--- src/rtl/i2s_dac_sequencer.sv ---
// I2S frame sequencer for the PCM5102 DAC: BCK/LRCK/DIN generation with a one-entry sample buffer.
// Underrun behaviour: define I2S_UNDERRUN_HOLD_EN to repeat the last frame; otherwise silence is sent.
module i2s_dac_sequencer #(
   parameter int unsigned DIV_HALF = 4
) (
   input  logic        clk,
   input  logic        rst_n,
   input  logic        en,
   input  logic [15:0] in_left,
   input  logic [15:0] in_right,
   input  logic        in_valid,
   output logic        in_ready,
   output logic        i2s_bck,
   output logic        i2s_lrck,
   output logic        i2s_din,
   output logic        i2s_xsmt,
   output logic        underrun,
   output logic        frame_strobe
);

   localparam int unsigned DIV_W   = (DIV_HALF > 1) ? $clog2(DIV_HALF) : 1;
   localparam int unsigned SLOT_W  = 5;
   localparam int unsigned FRAME_W = 32;
   localparam logic [DIV_W-1:0] DIV_LAST = DIV_W'(DIV_HALF - 1);

   logic [DIV_W-1:0]   div_q,   div_d;
   logic               bck_q,   bck_d;
   logic [SLOT_W-1:0]  slot_q,  slot_d;
   logic               lrck_q,  lrck_d;
   logic [FRAME_W-1:0] frame_q, frame_d;
   logic [FRAME_W-1:0] hold_q,  hold_d;
   logic               full_q,  full_d;
   logic               ready_q;
   logic               xsmt_q,  xsmt_d;
   logic               ur_q,    ur_d;
   logic               strobe_q, strobe_d;
`ifdef I2S_UNDERRUN_HOLD_EN
   logic [FRAME_W-1:0] last_q,  last_d;
`endif

   logic               div_term;
   logic               fall;
   logic               load;
   logic [SLOT_W-1:0]  slot_inc;

   assign div_term = (div_q == DIV_LAST);
   assign fall     = div_term && bck_q;
   assign load     = fall && (slot_q == SLOT_W'(0));
   assign slot_inc = slot_q + SLOT_W'(1);

   // Next-state: timing counters, holding register, frame load/shift, mute release
   always_comb begin
      div_d    = div_q;
      bck_d    = bck_q;
      slot_d   = slot_q;
      lrck_d   = lrck_q;
      frame_d  = frame_q;
      hold_d   = hold_q;
      full_d   = full_q;
      xsmt_d   = xsmt_q;
      ur_d     = 1'b0;
      strobe_d = 1'b0;
`ifdef I2S_UNDERRUN_HOLD_EN
      last_d   = last_q;
`endif

      if (in_valid && !full_q) begin
         hold_d = {in_left, in_right};
         full_d = 1'b1;
      end

      if (!en) begin
         div_d   = '0;
         bck_d   = 1'b0;
         slot_d  = '0;
         lrck_d  = 1'b0;
         frame_d = '0;
         xsmt_d  = 1'b0;
      end else begin
         div_d = div_term ? '0 : div_q + DIV_W'(1);
         if (div_term) bck_d = !bck_q;
         if (fall) begin
            slot_d = slot_inc;
            lrck_d = slot_inc[SLOT_W-1];
            if (load) begin
               strobe_d = 1'b1;
               // Bypass: an accept in the load cycle goes straight to the shifter
               if (full_q || in_valid) begin
                  frame_d = full_q ? hold_q : {in_left, in_right};
                  full_d  = 1'b0;
                  xsmt_d  = 1'b1;
`ifdef I2S_UNDERRUN_HOLD_EN
                  last_d  = full_q ? hold_q : {in_left, in_right};
`endif
               end else begin
                  ur_d = 1'b1;
`ifdef I2S_UNDERRUN_HOLD_EN
                  frame_d = last_q;
`else
                  frame_d = '0;
`endif
               end
            end else begin
               frame_d = {frame_q[FRAME_W-2:0], 1'b0};
            end
         end
      end
   end

   always_ff @(posedge clk) begin
      if (!rst_n) begin
         div_q    <= '0;
         bck_q    <= 1'b0;
         slot_q   <= '0;
         lrck_q   <= 1'b0;
         frame_q  <= '0;
         hold_q   <= '0;
         full_q   <= 1'b0;
         ready_q  <= 1'b1;
         xsmt_q   <= 1'b0;
         ur_q     <= 1'b0;
         strobe_q <= 1'b0;
`ifdef I2S_UNDERRUN_HOLD_EN
         last_q   <= '0;
`endif
      end else begin
         div_q    <= div_d;
         bck_q    <= bck_d;
         slot_q   <= slot_d;
         lrck_q   <= lrck_d;
         frame_q  <= frame_d;
         hold_q   <= hold_d;
         full_q   <= full_d;
         ready_q  <= !full_d;
         xsmt_q   <= xsmt_d;
         ur_q     <= ur_d;
         strobe_q <= strobe_d;
`ifdef I2S_UNDERRUN_HOLD_EN
         last_q   <= last_d;
`endif
      end
   end

   assign in_ready     = ready_q;
   assign i2s_bck      = bck_q;
   assign i2s_lrck     = lrck_q;
   assign i2s_din      = frame_q[FRAME_W-1];
   assign i2s_xsmt     = xsmt_q;
   assign underrun     = ur_q;
   assign frame_strobe = strobe_q;

endmodule
--- config.mk ---
export PLATFORM = sky130hd
export DESIGN_NAME = i2s_dac_sequencer
export DESIGN_NICKNAME = d
export VERILOG_FILES = /design/src/rtl/i2s_dac_sequencer.sv
export SDC_FILE = /design/constraint.sdc
export NUM_CORES = 1
export LEC_CHECK = 0
export ABC_AREA = 1
export CELL_PAD_IN_SITES_DETAIL_PLACEMENT = 0
export CELL_PAD_IN_SITES_GLOBAL_PLACEMENT = 2
export CORE_ASPECT_RATIO = 1.5
export CORE_MARGIN = 5
export CORE_UTILIZATION = 37
export CTS_CLUSTER_SIZE = 16
export DETAILED_ROUTE_END_ITERATION = 8
export DONT_BUFFER_PORTS = 1
export PLACE_DENSITY = 0.88
export SYNTH_ARGS = -nofsm -noshare
export SYNTH_HDL_FRONTEND = slang
export SYNTH_SLANG_ARGS = --single-unit
--- constraint.sdc ---
create_clock -name clk -period 3.5 [get_ports clk]
set_clock_uncertainty 0.05 [all_clocks]
set_input_delay 0.35 -clock clk [delete_from_list [all_inputs] [get_ports clk]]
set_output_delay 0.35 -clock clk [all_outputs]
set_load 0.02 [all_outputs]
### Word-level counts from Yosys, hierarchy flattened

Index checks and enable logic that the tools add are counted.

| cells by class | value |
|---|---|
| add/sub/neg operators | 2 |
| muxes and demuxes | 10 |
| equality and inequality tests | 1 |
| bitwise gates (word level) | 2 |
| reduce and logical (&&, ||, !) cells | 13 |

Operators with widths:

| cell | number |
|---|---|
| 2-to-1 mux 32 bit | 3 |
| 2-to-1 mux 1 bit | 7 |
| AND reduction 3 bit | 2 |
| adder 5 x 1 -> 5 bit (second input constant) | 1 |
| zero test 5 bit | 1 |
| AND reduction 4 bit | 1 |
| logical AND 1 bit | 3 |
| zero test 1 bit | 3 |
| OR reduction 3 bit | 1 |
| adder 2 x 1 -> 2 bit (second input constant) | 1 |
| == test 2 bit (second input constant) | 1 |
| inverter 1 bit | 2 |
| AND reduction 2 bit | 1 |
| logical OR 1 bit | 1 |

| storage, ports and cells | value |
|---|---|
| word-level logic and storage cells | 39 |
| register bits after elaboration | 78 |
| input bits | 36 |
| output and inout port bits | 7 |

### Depth between registers and ports, before layout

| logic depth | value |
|---|---|
| depth after elaboration | 8 |
| gate-level depth with buffers | 10 |
| mapped depth without buffers | 9 |

### Worst setup path after synthesis

No wires, ideal clock.

| timing path | value |
|---|---|
| path kind | register to register |
| start | register div_q[0] |
| end | register frame_q[23] |
| cell stages (with the launch flop) | 10 |
| buffers on the path | 1 |
| data arrival time | 1.200 ns |
| data required time | 3.337 ns |
| slack | 2.136 ns |
| clock period less this slack | 1.364 ns |
| setup time | 0.113 ns |
| cells stage by stage | dfxtp_1 > ha_1 > nand2_2 > inv_2 > nand2_2 > nor2_8 > buf_6 > nand2_1 > nand3_1 > nand2_1 |

| between the ends | value |
|---|---|
| word-level cells in the longest chain between the ends | 4 |

RTL lines:

| element | line | RTL |
|---|---|---|
| start: declaration | 26 | `logic [DIV_W-1:0] div_q, div_d;` |
| start signal: assignment | 127 | `div_q <= div_d;` |
| == test 2 bit * | 46 | `assign div_term = (div_q == DIV_LAST);` |
| logical AND 1 bit * | 47 | `assign fall = div_term && bck_q;` |
| logical AND 1 bit | 48 | `assign load = fall && (slot_q == SLOT_W'(0));` |
| 2-to-1 mux 32 bit | 85 | `if (load) begin` |
| end signal: assignment | 131 | `frame_q <= frame_d;` |
| end: declaration | 30 | `logic [FRAME_W-1:0] frame_q, frame_d;` |

Every way passes the cells marked *; elsewhere a longest branch is shown, timed or not.
A chain may end at the register's enable or synchronous reset.

### Worst setup path in the final report

| timing path | value |
|---|---|
| start | register full_q |
| end | register frame_q[0] |

| between the ends | value |
|---|---|
| word-level cells in the longest chain between the ends | 3 |
| elaborated cells on any way between the ends | 4 |
| those cells by class | mux (3); reduce/logical (1) |

RTL lines:

| element | line | RTL |
|---|---|---|
| start: declaration | 32 | `logic full_q, full_d;` |
| start signal: assignment | 133 | `full_q <= full_d;` |
| 2-to-1 mux 32 bit or logical OR 1 bit (tied branches) | 89, 88 |  |
| 2-to-1 mux 32 bit * | 88 | `if (full_q \|\| in_valid) begin` |
| 2-to-1 mux 32 bit * | 85 |  |

Marks and branches as above.

==> impl_metrics.csv <==
group,metric,value,unit
cells_and_area,area_growth,6.91,%
place,dp.final_hpwl,5150,µm
die,core_area,9690,µm²
yosys,synth-xor-area-share,0,
pwr,powerDensity,494,nW/µm²
yosys,syn-cell-area,3660,µm²
drt,vias,3202,
yosys,synthCells,573,
yosys,ys_seq_elements,77,
sta,slew_violations,0,
die,die_area,12000,µm²
status,outcome,"completed",
sta,finalCriticalPeriod,2.20,ns
run,cap_viol_max_count,0,
die,fp-row-count,44,
sta,clock.fmax,455,MHz
drt,first_pass_iters,4,
drt,wl,8570,µm
cells_and_area,final_cell_mix,"nand2_1, dfxtp_1, inv_1",
setup_path,critical_path.most_common_cell,"nand2_1",
drt,drt_iter0_markers,173,
setup_path,critPathKind,"flop to flop",
yosys,synth_mux_area_frac,0,
clocking,clk_latency,0.33,ns
yosys,synth_top_area_frac,0.421,
setup_path,cp-end-kind,"flop",
clocking,cts_setup_buffers,0,
drt,via_per_inst,4.74,
sta,setup_viol,0,
drt,drtAntennaViolNets,0,
sta,timing.slew.headroom,0.289,
sta,hold_viol,0,
die,dieWidth,91.2,µm
setup_path,timing.rr.start,"full_q",
yosys,avgSynthCellArea,6.39,µm²
cells_and_area,fin_nets,596,
yosys,synth-compound-area-share,0.0568,
yosys,synth_cell_type_count,23,
yosys,synth_top_family_by_area,"simple AND/OR/NAND/NOR gates",
setup_path,cp_cell_sequence,"inv_2 -> nand2_1 -> buf_4 -> inv_2 -> nand2_1 -> nand2_1 -> nand3_1 -> o21ai_0",
yosys,yosys_warnings,0,
yosys,synthAdderAreaFrac,0.0103,
clocking,cts-buffers-inserted,9,
grt,grt_pass1_vias,2972,
cells_and_area,drive_above_1_share,0.0463,
cells_and_area,final_util,0.404,
clocking,ctsHoldBuffers,0,
yosys,ys_top_cells_by_area,"dfxtp_1, nand2_1, nand3_1, a21oi_1, inv_1",
grt,overflow,0,
pwr,leakagePower,1.88,nW
setup_path,rrSetupSlack,1.30,ns
sta,worst_slew_pin_slew,1.06,ns
drt,routedWlPerCell,12.7,µm
setup_path,arrival,2.41,ns
setup_path,required,3.71,ns
clocking,cts_root_buf,"clkbuf_16",
die,fp.dieH,132,µm
grt,grtUsageTotal,0.149,
cells_and_area,stdcell_count,676,
setup_path,cp_top_family,"buffers and inverters",
pwr,vdd_drop_max,237,µV
die,start_util,0.378,
place,placedCellCount,661,
setup_path,startpoint,"full_q",
setup_path,crit_slowest_cell,"inv_2",
setup_path,start_kind,"flop",
yosys,ys_seq_area_frac,0.421,
place,routabilityCongestion,0.683,
sta,rsz0062_at_grt,"false",
die,num_io_pins,43,
setup_path,critPathBufInv,3,
setup_path,worstPathMaxFanout,33,
clocking,clockBufferDepth,2,
clocking,ctsResizeCount,0,
clocking,clk_pin_slew,0.06,ns
cells_and_area,num_antenna_cells,0,
drt,drc,0,
grt,grt_max_degree,35,
yosys,syn_nets,612,
sta,final.setup.tns,0,ns
worst_hold_path,hp-start,"rst_n",
setup_path,max_stage_delay,0.48,ns
clocking,cts_tree,"yes",
clocking,cts.sinks,77,
sta,layout_worst_path_cycle_share,0.628,
worst_hold_path,hp-class,"input port to flop",
cells_and_area,final_common_cell,"nand2_1",
clocking,cts.htree.levels,3,
grt,antenna_found_initial,0,
grt,grt_pass1_wl,14600,µm
yosys,yosysTopAreaCell,"dfxtp_1",
place,port_buffers,0,
yosys,synthSimpleGateAreaFrac,0.409,
[area by class of cell]
type | count | area, µm²
sequential | 77 | 1540
fill | 1066 | 5780
clock buffer | 13 | 240
multi-input combinational | 419 | 1750
tap | 115 | 144
clock inverter | 2 | 35.0
timing repair buffer | 5 | 37.5
inverter | 45 | 169
[synthesized netlist by cell type]
cell	instances
nand2_1	320
dfxtp_1	77
inv_1	41
nand3_1	35
a21oi_1	34
buf_2	21
nor2_1	10
buf_6	8
clkbuf_1	3
ha_1	3
inv_2	3
nand2_2	3
nor3_1	3
o21ai_0	3
a21oi_2	1
a31oi_1	1
clkinv_1	1
nand4_1	1
nor2_8	1
nor3_2	1
nor3b_1	1
o21a_1	1
or2_1	1
[worst reg2reg max path, delay by kind of cell, from the launching register on]
family | cells | cell delay (ns)
AOI/OAI and AO/OA | 1 | 0.09
buffers and inverters | 3 | 1.22
DFF | 1 | 0.32
and+or+nand+nor | 4 | 0.46
[where the power goes]
group	leakage (nW)	total (W)	switching, W	internal [W]
Sequential	0.626	0.000912	0.0000119	0.000900
Combinational	1.12	0.000132	0.0000940	0.0000379
Clock	0.134	0.000890	0.000342	0.000548
[through the flow]
step                      power (W)  instance area [µm²]  hold WS, ns  worst slack [ns]
final                       0.00193                 3910       0.0873              1.30
after floorplan             0.00104                 3660        0.354              2.14
after detailed placement    0.00107                 3640        0.374              1.26
after global placement      0.00106                 3640        0.362              1.32
after global routing        0.00202                 3910       0.0735              1.06
after CTS                   0.00197                 3910       0.0740              1.24
[cells by family after synthesis]
group	count (synthesis)
simple gates	376
buf+inv	77
flops	77
compound gates	40
fa+ha+maj	3
[flip-flops by register name (all words and copies together), names as in the netlist]
| register | cells |
|---|---|
| i2s_xsmt | 1 |
| in_ready | 1 |
| hold_q | 32 |
| frame_q | 32 |
| div_q | 2 |
| slot_q | 5 |
| underrun | 1 |
| i2s_bck | 1 |
| frame_strobe | 1 |
| full_q | 1 |
[final timing paths]
kind	to	cells past startpoint
worst max register to register	frame_q[0]	8
worst max-delay path	frame_q[0]	8
worst min register to register	div_q[0]	1
worst min-delay path	in_ready	1
[per-layer routing]
| metal | vias up | track usage | part of all wire |
|---|---|---|---|
| met1 | 1426 | 0.190 | 0.45 |
| met3 | 11 | 0.0383 | 0.056 |
| met2 | 60 | 0.235 | 0.47 |
| met4 | 0 | 0.0685 | 0.022 |
| li1 | 1705 | - | - |
| met5 | - | 0 | 0 |
(Power assumes the default switching activity.)
